### config.mk
export PLATFORM = sky130hd
export DESIGN_NAME = uart_rx
export DESIGN_NICKNAME = d
export VERILOG_FILES = /design/src/rtl/uart_pkg.sv /design/src/rtl/sync_2ff.sv /design/src/rtl/uart_rx.sv
export SDC_FILE = /design/constraint.sdc
export NUM_CORES = 1
export LEC_CHECK = 0
export BUFFER_PORTS_ARGS = -buffer_cell sky130_fd_sc_hd__buf_4
export CORE_MARGIN = 5
export CORE_UTILIZATION = 35
export CTS_BUF_LIST = sky130_fd_sc_hd__clkbuf_16
export DETAILED_ROUTE_END_ITERATION = 16
export GPL_ROUTABILITY_DRIVEN = 0
export PLACE_DENSITY = 0.54
export REMOVE_ABC_BUFFERS = 1
export SLEW_MARGIN = 10
export SYNTH_ARGS = -nofsm -noshare
export SYNTH_HDL_FRONTEND = slang
export SYNTH_SLANG_ARGS = --single-unit
### constraint.sdc
create_clock -name clk -period 2.15 [get_ports clk]
set_clock_uncertainty 0.2 [all_clocks]
set_input_delay 0.1075 -clock clk [delete_from_list [all_inputs] [get_ports clk]]
set_output_delay 0.1075 -clock clk [all_outputs]
set_load 0.05 [all_outputs]
### src/rtl/uart_pkg.sv
// Shared types and constants for the UART receiver.
package uart_pkg;

    typedef enum logic [1:0] {
        IDLE,
        START,
        DATA,
        STOP
    } rx_state_t;

    localparam int OVERSAMPLE      = 16;
    localparam int MID_TICK        = 7;
    localparam int DBIT_DEFAULT    = 8;
    localparam int SB_TICK_DEFAULT = 16;

endpackage

### src/rtl/sync_2ff.sv
// Two-flop synchronizer for a single asynchronous input bit.
module sync_2ff #(
    parameter logic RESET_VAL = 1'b1
) (
    input  logic clk,
    input  logic reset,
    input  logic d,
    output logic q
);

    logic meta;

    // NOTE: non-blocking assignments so both flops sample on the same edge and form a true 2-stage pipe.
    always_ff @(posedge clk) begin
        if (reset) begin
            meta <= RESET_VAL;
            q    <= RESET_VAL;
        end else begin
            meta <= d;
            q    <= meta;
        end
    end

endmodule

### src/rtl/uart_rx.sv
// 16x-oversampling UART receiver; framing-error output enabled by UART_RX_FRAMING_ERR_EN.
module uart_rx
    import uart_pkg::*;
#(
    parameter int DBIT    = DBIT_DEFAULT,
    parameter int SB_TICK = SB_TICK_DEFAULT
) (
    input  logic            clk,
    input  logic            reset,
    input  logic            rx,
    input  logic            s_tick,
    output logic [DBIT-1:0] dout,
    output logic            rx_done_tick
`ifdef UART_RX_FRAMING_ERR_EN
    ,
    output logic            framing_err
`endif
);

    // Tick counter must reach both the data-bit length and a long stop bit.
    localparam int S_W = ($clog2(SB_TICK) > $clog2(OVERSAMPLE)) ? $clog2(SB_TICK) : $clog2(OVERSAMPLE);
    localparam int N_W = (DBIT > 1) ? $clog2(DBIT) : 1;

    localparam logic [S_W-1:0] S_MID  = S_W'(MID_TICK);
    localparam logic [S_W-1:0] S_BIT  = S_W'(OVERSAMPLE - 1);
    localparam logic [S_W-1:0] S_STOP = S_W'(SB_TICK - 1);
    localparam logic [N_W-1:0] N_LAST = N_W'(DBIT - 1);

    rx_state_t       state_q, state_d;
    logic [S_W-1:0]  s_q, s_d;
    logic [N_W-1:0]  n_q, n_d;
    logic [DBIT-1:0] b_q, b_d;
    logic            rx_s;

    sync_2ff #(.RESET_VAL(1'b1)) u_rx_sync (
        .clk   (clk),
        .reset (reset),
        .d     (rx),
        .q     (rx_s)
    );

    always_ff @(posedge clk) begin
        if (reset) begin
            state_q <= IDLE;
            s_q     <= '0;
            n_q     <= '0;
            b_q     <= '0;
        end else begin
            state_q <= state_d;
            s_q     <= s_d;
            n_q     <= n_d;
            b_q     <= b_d;
        end
    end

    always_comb begin
        // NOTE: every output gets a hold-value default first so no path through the case infers a latch.
        state_d = state_q;
        s_d     = s_q;
        n_d     = n_q;
        b_d     = b_q;
        case (state_q)
            IDLE: begin
                if (!rx_s) begin
                    state_d = START;
                    s_d     = '0;
                end
            end
            START: begin
                if (s_tick) begin
                    if (s_q == S_MID) begin
                        if (!rx_s) begin
                            state_d = DATA;
                            s_d     = '0;
                            n_d     = '0;
                        end else begin
                            state_d = IDLE;
                        end
                    end else begin
                        s_d = s_q + S_W'(1);
                    end
                end
            end
            DATA: begin
                if (s_tick) begin
                    if (s_q == S_BIT) begin
                        s_d = '0;
                        b_d = DBIT'({rx_s, b_q} >> 1);
                        if (n_q == N_LAST) begin
                            state_d = STOP;
                        end else begin
                            n_d = n_q + N_W'(1);
                        end
                    end else begin
                        s_d = s_q + S_W'(1);
                    end
                end
            end
            STOP: begin
                if (s_tick) begin
                    if (s_q == S_STOP) begin
                        state_d = IDLE;
                    end else begin
                        s_d = s_q + S_W'(1);
                    end
                end
            end
            default: state_d = IDLE;
        endcase
    end

    always_comb begin
        rx_done_tick = 1'b0;
`ifdef UART_RX_FRAMING_ERR_EN
        framing_err  = 1'b0;
`endif
        if (!reset && state_q == STOP && s_tick && s_q == S_STOP) begin
            rx_done_tick = 1'b1;
`ifdef UART_RX_FRAMING_ERR_EN
            framing_err  = !rx_s;
`endif
        end
    end

    assign dout = b_q;

endmodule

Yosys cells after proc, flatten, opt, wreduce, memory -nomap -nowiden
Cells that the tools add are included.
Widths: inputs -> output; s select.
{"block": "totals", "latch_bits": 0, "n_memories": 0, "reg_bits": 19, "word_cells": 61, "mem_bits_ro": 0, "ramBits": 0, "out_inout_bits": 9}
{"block": "classes", "div": 0, "eq_ne": 17, "bitwise_logic": 0, "shifts": 0, "mul": 0, "order_cmp": 0, "n_addsub": 2, "n_mux": 26, "n_reduce_logical": 10}
{"cell": "$mux 4", "count": 7}
{"cell": "$ne 2x2->1 const B", "count": 11}
{"cell": "$mux 2", "count": 9}
{"cell": "$mux 3", "count": 6}
{"cell": "$pmux 4 s4", "count": 1}
{"cell": "$pmux 2 s4", "count": 1}
{"cell": "$reduce_and 8->1", "count": 1}
{"cell": "$reduce_and 7->1", "count": 1}
{"cell": "$pmux 3 s2", "count": 1}
{"cell": "$add 4x1->4 const B", "count": 1}
{"cell": "$eq 2x2->1 const B", "count": 2}
{"cell": "$eq 4x3->1 const B", "count": 1}
{"cell": "$eq 4x4->1 const B", "count": 1}
{"cell": "$reduce_and 4->1", "count": 1}
{"cell": "$add 3x1->3 const B", "count": 1}
{"cell": "$eq 3x3->1 const B", "count": 1}
{"cell": "$logic_and 1x1->1", "count": 3}
{"cell": "$reduce_and 3->1", "count": 1}
{"cell": "$eq 2x1->1 const B", "count": 1}
{"cell": "$logic_not 2->1", "count": 1}
{"cell": "$reduce_bool 2->1", "count": 1}
{"cell": "$logic_not 1->1", "count": 1}
{"cell": "$mux 1", "count": 1}

Longest topological paths before layout
Gate-level depths: netlist of run 1.
{"block": "logic_depth", "word_depth": 5, "ltp_mapped": 6, "mapped_depth_nobuf": 6}

Modules after synthesis
Synthesis of run 1 repeated with hierarchy kept, for this count alone.
{"block": "hier_totals", "hier_cells": 103, "hier_area_um2": 959.7}
{"module": "uart_rx", "area_each_um2": 907.1, "instances": 1, "cells_per_inst": 99}
{"module": "sync_2ff", "area_each_um2": 52.6, "instances": 1, "cells_per_inst": 4}

Worst setup path before layout of run 1
No wires, ideal clock.
{"block": "synth_timing", "path_type": "reg2out", "start": "register s_q[0]", "end": "output port rx_done_tick", "arrival_time_ps": 2266, "path_stages_with_launch": 4, "required_time_ps": 1842, "path_buffers": 0, "slack_ps": -423, "path_cell_list": "dfxtp_1 -> ha_1 -> nand2_1 -> nor4_1"}
{"block": "synth_between", "elab_chain_cells": 3}
{"element": "start, declared", "line_no": "uart_rx.sv:30", "source": "logic [S_W-1:0] s_q, s_d;"}
{"element": "start signal, assigned", "line_no": "uart_rx.sv:45", "source": "s_q <= '0;"}
{"element": "start signal, assigned", "line_no": "uart_rx.sv:50", "source": "s_q <= s_d;"}
{"element": "$eq 4x4->1", "line_no": "uart_rx.sv:117", "source": "if (!reset && state_q == STOP && s_tick && s_q == S_STOP) begin"}
{"element": "$logic_and 1x1->1", "line_no": "uart_rx.sv:117"}
{"element": "$mux 1", "line_no": "uart_rx.sv:117"}
{"element": "end, declared", "line_no": "uart_rx.sv:13", "source": "output logic rx_done_tick"}
Every way passes these cells.

Final worst setup path of run 1
{"block": "layout_timing", "start": "register n_q[0]", "end": "register n_q[0]"}
{"block": "layout_between", "elab_chain_cells": 5}
{"element": "start, declared", "line_no": "uart_rx.sv:31", "source": "logic [N_W-1:0] n_q, n_d;"}
{"element": "start signal, assigned", "line_no": "uart_rx.sv:51", "source": "n_q <= n_d;"}
{"element": "$add 3x1->3", "line_no": "uart_rx.sv:92", "source": "n_d = n_q + N_W'(1);"}
{"element": "$mux 3", "line_no": "uart_rx.sv:89", "source": "if (n_q == N_LAST) begin"}
{"element": "$mux 3", "line_no": "uart_rx.sv:86", "source": "if (s_q == S_BIT) begin"}
{"element": "$mux 3", "line_no": "uart_rx.sv:85", "source": "if (s_tick) begin"}
{"element": "$pmux 3 s2", "line_no": "uart_rx.sv:62", "source": "case (state_q)"}
Parallel ways exist; a longest one is shown, timed or not. The select of a mux whose other input is x is not followed.
A chain may end at the register's enable or synchronous reset.

==> results of run 1 <==
-- power groups by stage --
stage	Combinational (mW)	Clock (mW)	Sequential, mW
after floorplan	0.0263	0	0.372
final	0.0547	0.380	0.362
after detailed placement	0.0497	0	0.369
after global routing	0.0617	0.413	0.362
after global placement	0.0497	0	0.369
after CTS	0.0542	0.396	0.361
-- timing repair --
| item | CTS | global route |
|---|---|---|
| hold buffers | 3 | 0 |
| resized for setup | 0 | 9 |
| setup endpoints to repair | 0 | 3 |
| endpoints found under the hold margin | 8 | 0 |
-- per-stage QoR --
| step | TNS, ps | utilization | power (mW) | hold slack, ps |
|---|---|---|---|---|
| after floorplan | -430 | - | 0.398 | -23.4 |
| after global placement | 0 | 0.430 | 0.419 | 94.1 |
| after detailed placement | 0 | 0.430 | 0.419 | 95.4 |
| after CTS | 0 | 0.475 | 0.812 | 210 |
| after global routing | -6.55 | 0.491 | 0.837 | 232 |
| final | 0 | 0.491 | 0.796 | 209 |
-- state kept, by name, summed over array words and instances, names as in the netlist, named ones only --
| register | count |
|---|---|
| u_rx_sync.meta | 1 |
| u_rx_sync.q | 1 |
| dout | 8 |
| s_q | 4 |
| state_q | 1 |
| n_q | 3 |
-- worst register-to-register path, cell delays in order, from the launching register on --
cell and delay [ps]:
sky130_fd_sc_hd__dfxtp_2 340, sky130_fd_sc_hd__ha_4 170, sky130_fd_sc_hd__ha_4 150, sky130_fd_sc_hd__or2_2 270, sky130_fd_sc_hd__o32a_4 210, sky130_fd_sc_hd__or4_4 540, sky130_fd_sc_hd__a21oi_2 140
-- logic make-up (layout without fill, tap and decap cells) --
logic type	after synthesis	count (layout)	synth area share
buf+inv	9	29	0.0467
simple gates	37	37	0.215
fa+ha+maj	3	3	0.0401
flops	19	19	0.406
mux	9	9	0.0961
xor+xnor	1	1	0.00935
compound gates	23	23	0.187
-- per-layer routing --
layer	up-vias	track usage	wire length, µm
met5	-	0	0
met4	0	0.0455	25
met3	4	0.0372	50
met2	5	0.205	920
met1	365	0.142	921
li1	407	-	-
-- synth_stat cells --
library cell	count
sky130_fd_sc_hd__dfxtp_1	19
sky130_fd_sc_hd__a22oi_1	1
sky130_fd_sc_hd__o21ai_0	4
sky130_fd_sc_hd__a41oi_1	1
sky130_fd_sc_hd__o211a_1	1
sky130_fd_sc_hd__inv_1	3
sky130_fd_sc_hd__nand4_1	1
sky130_fd_sc_hd__or3_2	1
sky130_fd_sc_hd__or4_1	1
sky130_fd_sc_hd__o32a_4	1
sky130_fd_sc_hd__xor2_1	1
sky130_fd_sc_hd__nand3b_1	1
sky130_fd_sc_hd__a221oi_1	1
sky130_fd_sc_hd__or2_2	3
sky130_fd_sc_hd__buf_2	2
sky130_fd_sc_hd__nand3_1	2
sky130_fd_sc_hd__clkbuf_1	2
sky130_fd_sc_hd__buf_4	2
sky130_fd_sc_hd__nand2b_1	4
sky130_fd_sc_hd__mux2i_1	9
sky130_fd_sc_hd__a311oi_1	2
sky130_fd_sc_hd__nand2_1	4
sky130_fd_sc_hd__a211oi_1	2
sky130_fd_sc_hd__o22ai_1	1
sky130_fd_sc_hd__nand2_2	1
sky130_fd_sc_hd__nor3_2	1
sky130_fd_sc_hd__o32ai_1	2
sky130_fd_sc_hd__a21oi_1	6
sky130_fd_sc_hd__and3b_1	1
sky130_fd_sc_hd__o221a_2	1
sky130_fd_sc_hd__nor2_1	14
sky130_fd_sc_hd__nor4_1	1
sky130_fd_sc_hd__ha_1	3
sky130_fd_sc_hd__or4b_1	2
-- layout by cell type (no fill, tap or decap), drive strengths merged, types with 2 or more instances in the layout --
| cell | instances |
|---|---|
| a21oi | 6 |
| ha | 3 |
| a311oi | 2 |
| buf | 19 |
| dlygate4sd3 | 3 |
| mux2i | 9 |
| nand2b | 4 |
| clkbuf | 3 |
| a211oi | 2 |
| nor2 | 14 |
| or2 | 3 |
| o21ai | 4 |
| nand2 | 5 |
| or4b | 2 |
| dfxtp | 19 |
| o32ai | 2 |
| nand3 | 2 |
| inv | 3 |
-- layout make-up --
class	instances	area, µm²	share of cell area
clock buffers	3	75.1	0.0606
clock inverters	1	7.51	0.00606
inverters	3	11.3	0.00909
multi-input cells	73	553	0.446
flip-flops and latches	19	382	0.308
well taps	30	37.5	0.0303
repair buffers	22	173	0.139
-- how the worst max path moves through the flow --
stage,startpoint,end,slack [ps],depth (start not counted)
global route,n_q[0],n_q[0],-7,6
CTS,n_q[0],n_q[1],2,6
global placement,n_q[0],n_q[2],80,6
finish,n_q[0],n_q[0],60,6
detailed placement,n_q[0],n_q[1],20,6
floorplan,s_q[0],rx_done_tick,-430,3
==> summary.txt, run 1 <==
Outcome
  – Outcome: finished, final reports clean

Route
  – Routed length per instance: 12.7 µm
  – DR vias/cell: 5.17
  – Number of antenna-violating nets in the routed design: 0
  – Total via count in the routed design: 781
  – 1st-pass router iterations: 4
  – Remaining DRCs: 0
  – Detailed Route Iter0 Violations: 14
  – Post-Route WL: 1.92 mm

Clock network
  – Clock slew at reported path FFs: 50 ps
  – Count of clock tree sinks: 19
  – CTS tree: done
  – Clock latency at the later pin of the worst-skew pair: 250 ps
  – Setup fix buffers added after clock tree synthesis: 0
  – Inserted Clock Buffers: 3
  – Clock tree buffer depth: 2
  – H-tree Lvls: 1
  – CTS Root Buffer Type: sky130_fd_sc_hd__clkbuf_16

STA
  – Worst slew pin tran: 420 ps
  – Hold Violations, Final: 0
  – Final Cycle Share: 0.974
  – Final setup slack of the worst path: 55.3 ps
  – Fmax: 477 MHz
  – Max_slew headroom: 0.719
  – Fin crit period: 2090 ps
  – Final number of max-transition violations: 0
  – Count of final setup violators: 0

Power and ir drop
  – Power density over cell area: 643 nW/µm²
  – Cell leakage power: 0.453 nW
  – Part of the power in the clock network: 0.477
  – Gate power share: 0.069
  – P_int: 0.633 mW
  – Worst IR drop on VDD: 0.000528 V
  – Sequential fraction of design power: 0.454
  – Switching power: 0.163 mW
  – Switching fraction of total power: 0.205

Worst setup path
  – Biggest cell delay along the critical path: 540 ps
  – Path type of the worst setup path: reg2reg
  – CP Capture Type: register
  – CP Data Arrival Time: 2070 ps
  – CP Cell Sequence: ha_4 > ha_4 > or2_2 > o32a_4 > or4_4 > a21oi_2
  – Top cell by count, worst path: sky130_fd_sc_hd__ha_4
  – Gate family responsible for the most delay along the worst path: simple AND/OR/NAND/NOR gates
  – Combined buffer and inverter count along the critical path: 0
  – Endpoint of the lowest-slack register-to-register path: n_q[0]
  – Category of the worst setup path launch point: register
  – Critical-path cell with the highest stage delay: sky130_fd_sc_hd__or4_4
  – Flop-to-flop setup slack: 60 ps
  – Maximum fanout along the worst path: 6
  – Reg-to-reg critical path startpoint: n_q[0]
  – Number of cells on the worst reg-to-reg path: 6
  – Required arrival time at the worst endpoint: 2130 ps

Place
  – Number of buffer cells added on primary ports: 12
  – Detail Placement HPWL: 1.37 mm
  – Placement Setup Slack: 24.0 ps
  – Number of placed cells counting well taps: 144
  – Instance area after placement: 1080 µm²

Logic synthesis
  – Ys Warns: 0
  – Average cell area after synthesis: 9.28 µm²
  – Post-Synthesis Cells: 101
  – Post-Syn Area: 937 µm²
  – Number of flip-flops and latches in the synthesized netlist: 19
  – Synth cell types: 34
  – Top cells by area, synth: sky130_fd_sc_hd__dfxtp_1 41%, sky130_fd_sc_hd__mux2i_1 9.6%, sky130_fd_sc_hd__nor2_1 5.6%
  – Proportion of synthesized chip area in sequential cells: 0.406
  – Share of the synthesized area in the top cell type: 0.406
  – Cell taking the most area after synthesis: sky130_fd_sc_hd__dfxtp_1

Global route
  – Total global routing track utilization: 0.121
  – Global-route wire length before repair: 3.42 mm
  – Pin count of the biggest net entering global routing: 23
  – Overflow left after global routing: 0
  – Vias in the first global route: 825
  – Number of antenna violations at the first check in global routing: 0

Job
  – Maxcap violations: 0

Hold path
  – Worst hold path startpoint: u_rx_sync.meta
  – Hold Path Stages: 1
  – Class of the tightest hold or removal check: reg2reg
  – Worst Hold Endpoint: u_rx_sync.q

Floorplanning
  – Die Span X: 61.7 µm
  – Die area: 3810 µm²
  – Effective utilization at floorplan: 0.372
  – Total core area: 2520 µm²
  – Number of top-level pins: 13
  – Chip height: 61.7 µm
  – Cell Rows: 18

Layout
  – FILL cells: 249
  – Antenna Diode Count: 0
  – Final instance area: 1240 µm²
  – Count of non-filler cells in the finished layout: 151
  – Area growth, synth to finish: 32.2%
  – Layout cell share with drive strength beyond 1: 0.314
  – Net count reported at finish: 129
(Power assumes the default switching activity.)
==> inputs of run 2 (changes only) <==
--- a/config.mk
+++ b/config.mk
@@ -11,7 +11,7 @@
 export CTS_BUF_LIST = sky130_fd_sc_hd__clkbuf_16
 export DETAILED_ROUTE_END_ITERATION = 16
 export GPL_ROUTABILITY_DRIVEN = 0
-export PLACE_DENSITY = 0.54
+export PLACE_DENSITY = 0.52
 export REMOVE_ABC_BUFFERS = 1
 export SLEW_MARGIN = 10
 export SYNTH_ARGS = -nofsm -noshare
==> constraint.sdc (replaced) <==
create_clock -name clk -period 2 [get_ports clk]
set_clock_uncertainty 0.2 [all_clocks]
set_input_delay 0.1 -clock clk [delete_from_list [all_inputs] [get_ports clk]]
set_output_delay 0.1 -clock clk [all_outputs]
set_load 0.05 [all_outputs]
==> run 2 against run 1 <==
Compared with the run above:
- the flow now finishes with violations (setup timing)
- sequential share of layout area shrank 0.94 points
- utilization up 1.9 points
- maximum frequency up 4.7%
- die area unchanged
- final area increased by 3.8%
- total power grew 9.0%
- cell count up 3.3%
- non-clock buffer count up 5
- clock-buffer cell count stayed put
- sequential power is 7.2% higher
==> summary.txt, run 2 (synthesis results as in run 1) <==
Clock network
  – H-tree Lvls: 1 (unchanged)
  – Count of clock tree sinks: 19 (unchanged)
  – Clock tree buffer depth: 2 (unchanged)
  – CTS Root Buffer Type: sky130_fd_sc_hd__clkbuf_16 (unchanged)
  – Inserted Clock Buffers: 3 (unchanged)
  – Clock latency at the later pin of the worst-skew pair: 250 ps (about the same)
  – CTS tree: done (unchanged)
  – Clock slew at reported path FFs: 50 ps (about the same)

Layout
  – Flip-flop count of the largest register after layout: 8 (unchanged)
  – Net count reported at finish: 134 (was 129)
  – Final instance area: 1290 µm² (was 1240 µm²)
  – Area growth, synth to finish: 37.2% (was 32.2%)
  – Antenna Diode Count: 0 (unchanged)
  – Layout cell share with drive strength beyond 1: 0.365 (was 0.314)
  – Final core utilization: 0.510 (was 0.491)
  – Most common library cell in the layout ignoring fill and taps: sky130_fd_sc_hd__buf_4 (unchanged)
  – Highest-count cells in the layout ignoring fill and taps: 24 x sky130_fd_sc_hd__buf_4, 16 x sky130_fd_sc_hd__dfxtp_1, 14 x sky130_fd_sc_hd__nor2_1, 9 x sky130_fd_sc_hd__mux2i_1, 5 x sky130_fd_sc_hd__a21oi_1 (was 19 x sky130_fd_sc_hd__buf_4, 18 x sky130_fd_sc_hd__dfxtp_1, 14 x sky130_fd_sc_hd__nor2_1, 9 x sky130_fd_sc_hd__mux2i_1)

STA
  – Fmax: 500 MHz (was 477 MHz)
  – Setup repair after global routing missed its margin: true
  – Final number of max-transition violations: 0 (unchanged)
  – Max_slew headroom: 0.806 (was 0.719)
  – Final setup slack of the worst path: -0.833 ps (was 55.3 ps)
  – Hold Violations, Final: 0 (unchanged)
  – Count of final setup violators: 1 (was 0)
  – Final Cycle Share: 1.00 (was 0.974)
  – Fin crit period: 2000 ps (was 2090 ps)
  – Worst slew pin tran: 290 ps (was 420 ps)
  – Setup tns final: -0.833 ps (was 0 ps)

Worst setup path
  – Biggest cell delay along the critical path: 520 ps (was 540 ps)
  – Gate family responsible for the most delay along the worst path: simple AND/OR/NAND/NOR gates (unchanged)
  – Beginning of the critical path: n_q[1] (was n_q[0])
  – Required arrival time at the worst endpoint: 1980 ps (was 2130 ps)
  – Flop-to-flop setup slack: -0.8 ps (was 60 ps)
  – CP Cell Sequence: ha_4 > ha_4 > or2_4 > o32a_4 > or4b_1 > a21oi_1 (was ha_4 > ha_4 > or2_2 > o32a_4 > or4_4 > a21oi_2)
  – Timing endpoint of the critical path: n_q[1] (was n_q[0])
  – Number of cells on the worst reg-to-reg path: 6 (unchanged)
  – Endpoint of the lowest-slack register-to-register path: n_q[1] (was n_q[0])
  – Path type of the worst setup path: reg2reg (unchanged)
  – Top cell by count, worst path: sky130_fd_sc_hd__ha_4 (unchanged)
  – Reg-to-reg critical path startpoint: n_q[1] (was n_q[0])
  – CP Capture Type: register (unchanged)
  – Critical-path cell with the highest stage delay: sky130_fd_sc_hd__or4b_1 (was sky130_fd_sc_hd__or4_4)
  – Maximum fanout along the worst path: 6 (unchanged)
  – CP Data Arrival Time: 1980 ps (was 2070 ps)
  – Combined buffer and inverter count along the critical path: 0 (unchanged)
  – Category of the worst setup path launch point: register (unchanged)
  – CP Depth: 6 (unchanged)

Global route
  – Global Route met2 Usage: 0.199 (was 0.205)
  – GR Util met3: 0.0372 (unchanged)
  – Global-route met1 utilization: 0.152 (was 0.142)
  – Vias in the first global route: 751 (was 825)
  – Number of antenna violations at the first check in global routing: 0 (unchanged)
  – Global-route wire length before repair: 3.39 mm (was 3.42 mm)
  – Overflow left after global routing: 0 (unchanged)
  – Pin count of the biggest net entering global routing: 23 (unchanged)
  – Highest-utilization routing layer at the global route stage: met2 (unchanged)
  – Total global routing track utilization: 0.122 (was 0.121)

Power and ir drop
  – Power density over cell area: 675 nW/µm² (was 643 nW/µm²)
  – Sum of internal, switching and leakage power: 0.868 mW (was 0.796 mW)
  – Worst IR drop on VDD: 0.000607 V (was 0.000528 V)
  – Cell leakage power: 0.481 nW (was 0.453 nW)

Floorplanning
  – Total core area: 2520 µm² (unchanged)
  – Die Span X: 61.7 µm (unchanged)
  – Die area: 3810 µm² (unchanged)
  – Number of top-level pins: 13 (unchanged)
  – Chip height: 61.7 µm (unchanged)
  – Effective utilization at floorplan: 0.372 (unchanged)
  – Cell Rows: 18 (unchanged)

Outcome
  – Violations in the final reports: setup timing
  – Outcome: finished with violations (was finished, final reports clean)

Hold path
  – Hold Path Stages: 1 (unchanged)
  – Class of the tightest hold or removal check: reg2reg (unchanged)
  – Worst hold path startpoint: u_rx_sync.meta (unchanged)

Route
  – Post-Route WL: 2.04 mm (was 1.92 mm)
  – Number of antenna-violating nets in the routed design: 0 (unchanged)
  – Detailed Route Iter0 Violations: 14 (unchanged)
  – Remaining DRCs: 0 (unchanged)
  – Routed length per instance: 13.0 µm (was 12.7 µm)
  – 1st-pass router iterations: 4 (unchanged)
  – DR vias/cell: 5.11 (was 5.17)
  – Total via count in the routed design: 797 (was 781)

Place
  – Number of buffer cells added on primary ports: 12 (unchanged)
  – Detail Placement HPWL: 1.43 mm (was 1.37 mm)
  – Instance area after placement: 1110 µm² (was 1080 µm²)
  – Placement Setup Slack: -113 ps (was 24.0 ps)

Job
  – Maxcap violations: 0 (unchanged)
==> run 2: cell types whose count changed in the layout (fill, tap and decap cells not counted), sizes merged <==
cell,previous run,this run
clkinv,0,1
buf,19,24
clkinvlp,1,0
==> run 2: repair_timing <==
| item | CTS | global route |
|---|---|---|
| endpoints found under the setup margin | 3 | 8 |
| gates resized for setup | 6 | 7 |
| endpoints found under the hold margin | 15 | 0 |
| buffers inserted | 0 | 1 |
| pin swaps | 5 | 6 |
| hold buffers | 3 | 0 |
==> run 2: report_power, final <==
group	switching, mW	internal, mW	total, mW
combinational	0.0352	0.0334	0.0686
sequential	0.00431	0.384	0.388
clock	0.143	0.268	0.411
==> run 2: metal layers <==
layer / vias to the layer above / share of wire
met5: - / 0
met4: 0 / 0.012
met3: 2 / 0.030
met2: 8 / 0.45
met1: 370 / 0.51
li1: 417 / -
==> run 2: how the worst min path moves through the flow <==
stage,endpoint,slack [ps]
after global routing,u_rx_sync.q,240
final,u_rx_sync.q,210
after detailed placement,u_rx_sync.meta,90
after floorplan,n_q[0],-30
after global placement,u_rx_sync.meta,90
after CTS,u_rx_sync.q,220
==> run 2: cell type report <==
class,count,area (µm²)
inverters,3,11.3
repair buffers,27,210
clock buffers,3,75.1
multi-input cells,73,563
fillers,240,1240
flip-flops and latches,19,384
clock inverters,1,5.00
well taps,30,37.5
==> run 2: metrics by stage <==
stage                     instances  hold WS [ps]
after global placement          148          86.0
after floorplan                  95         -30.9
final                           156           210
after detailed placement        148          87.1
after global routing            156           241
after CTS                       155           215
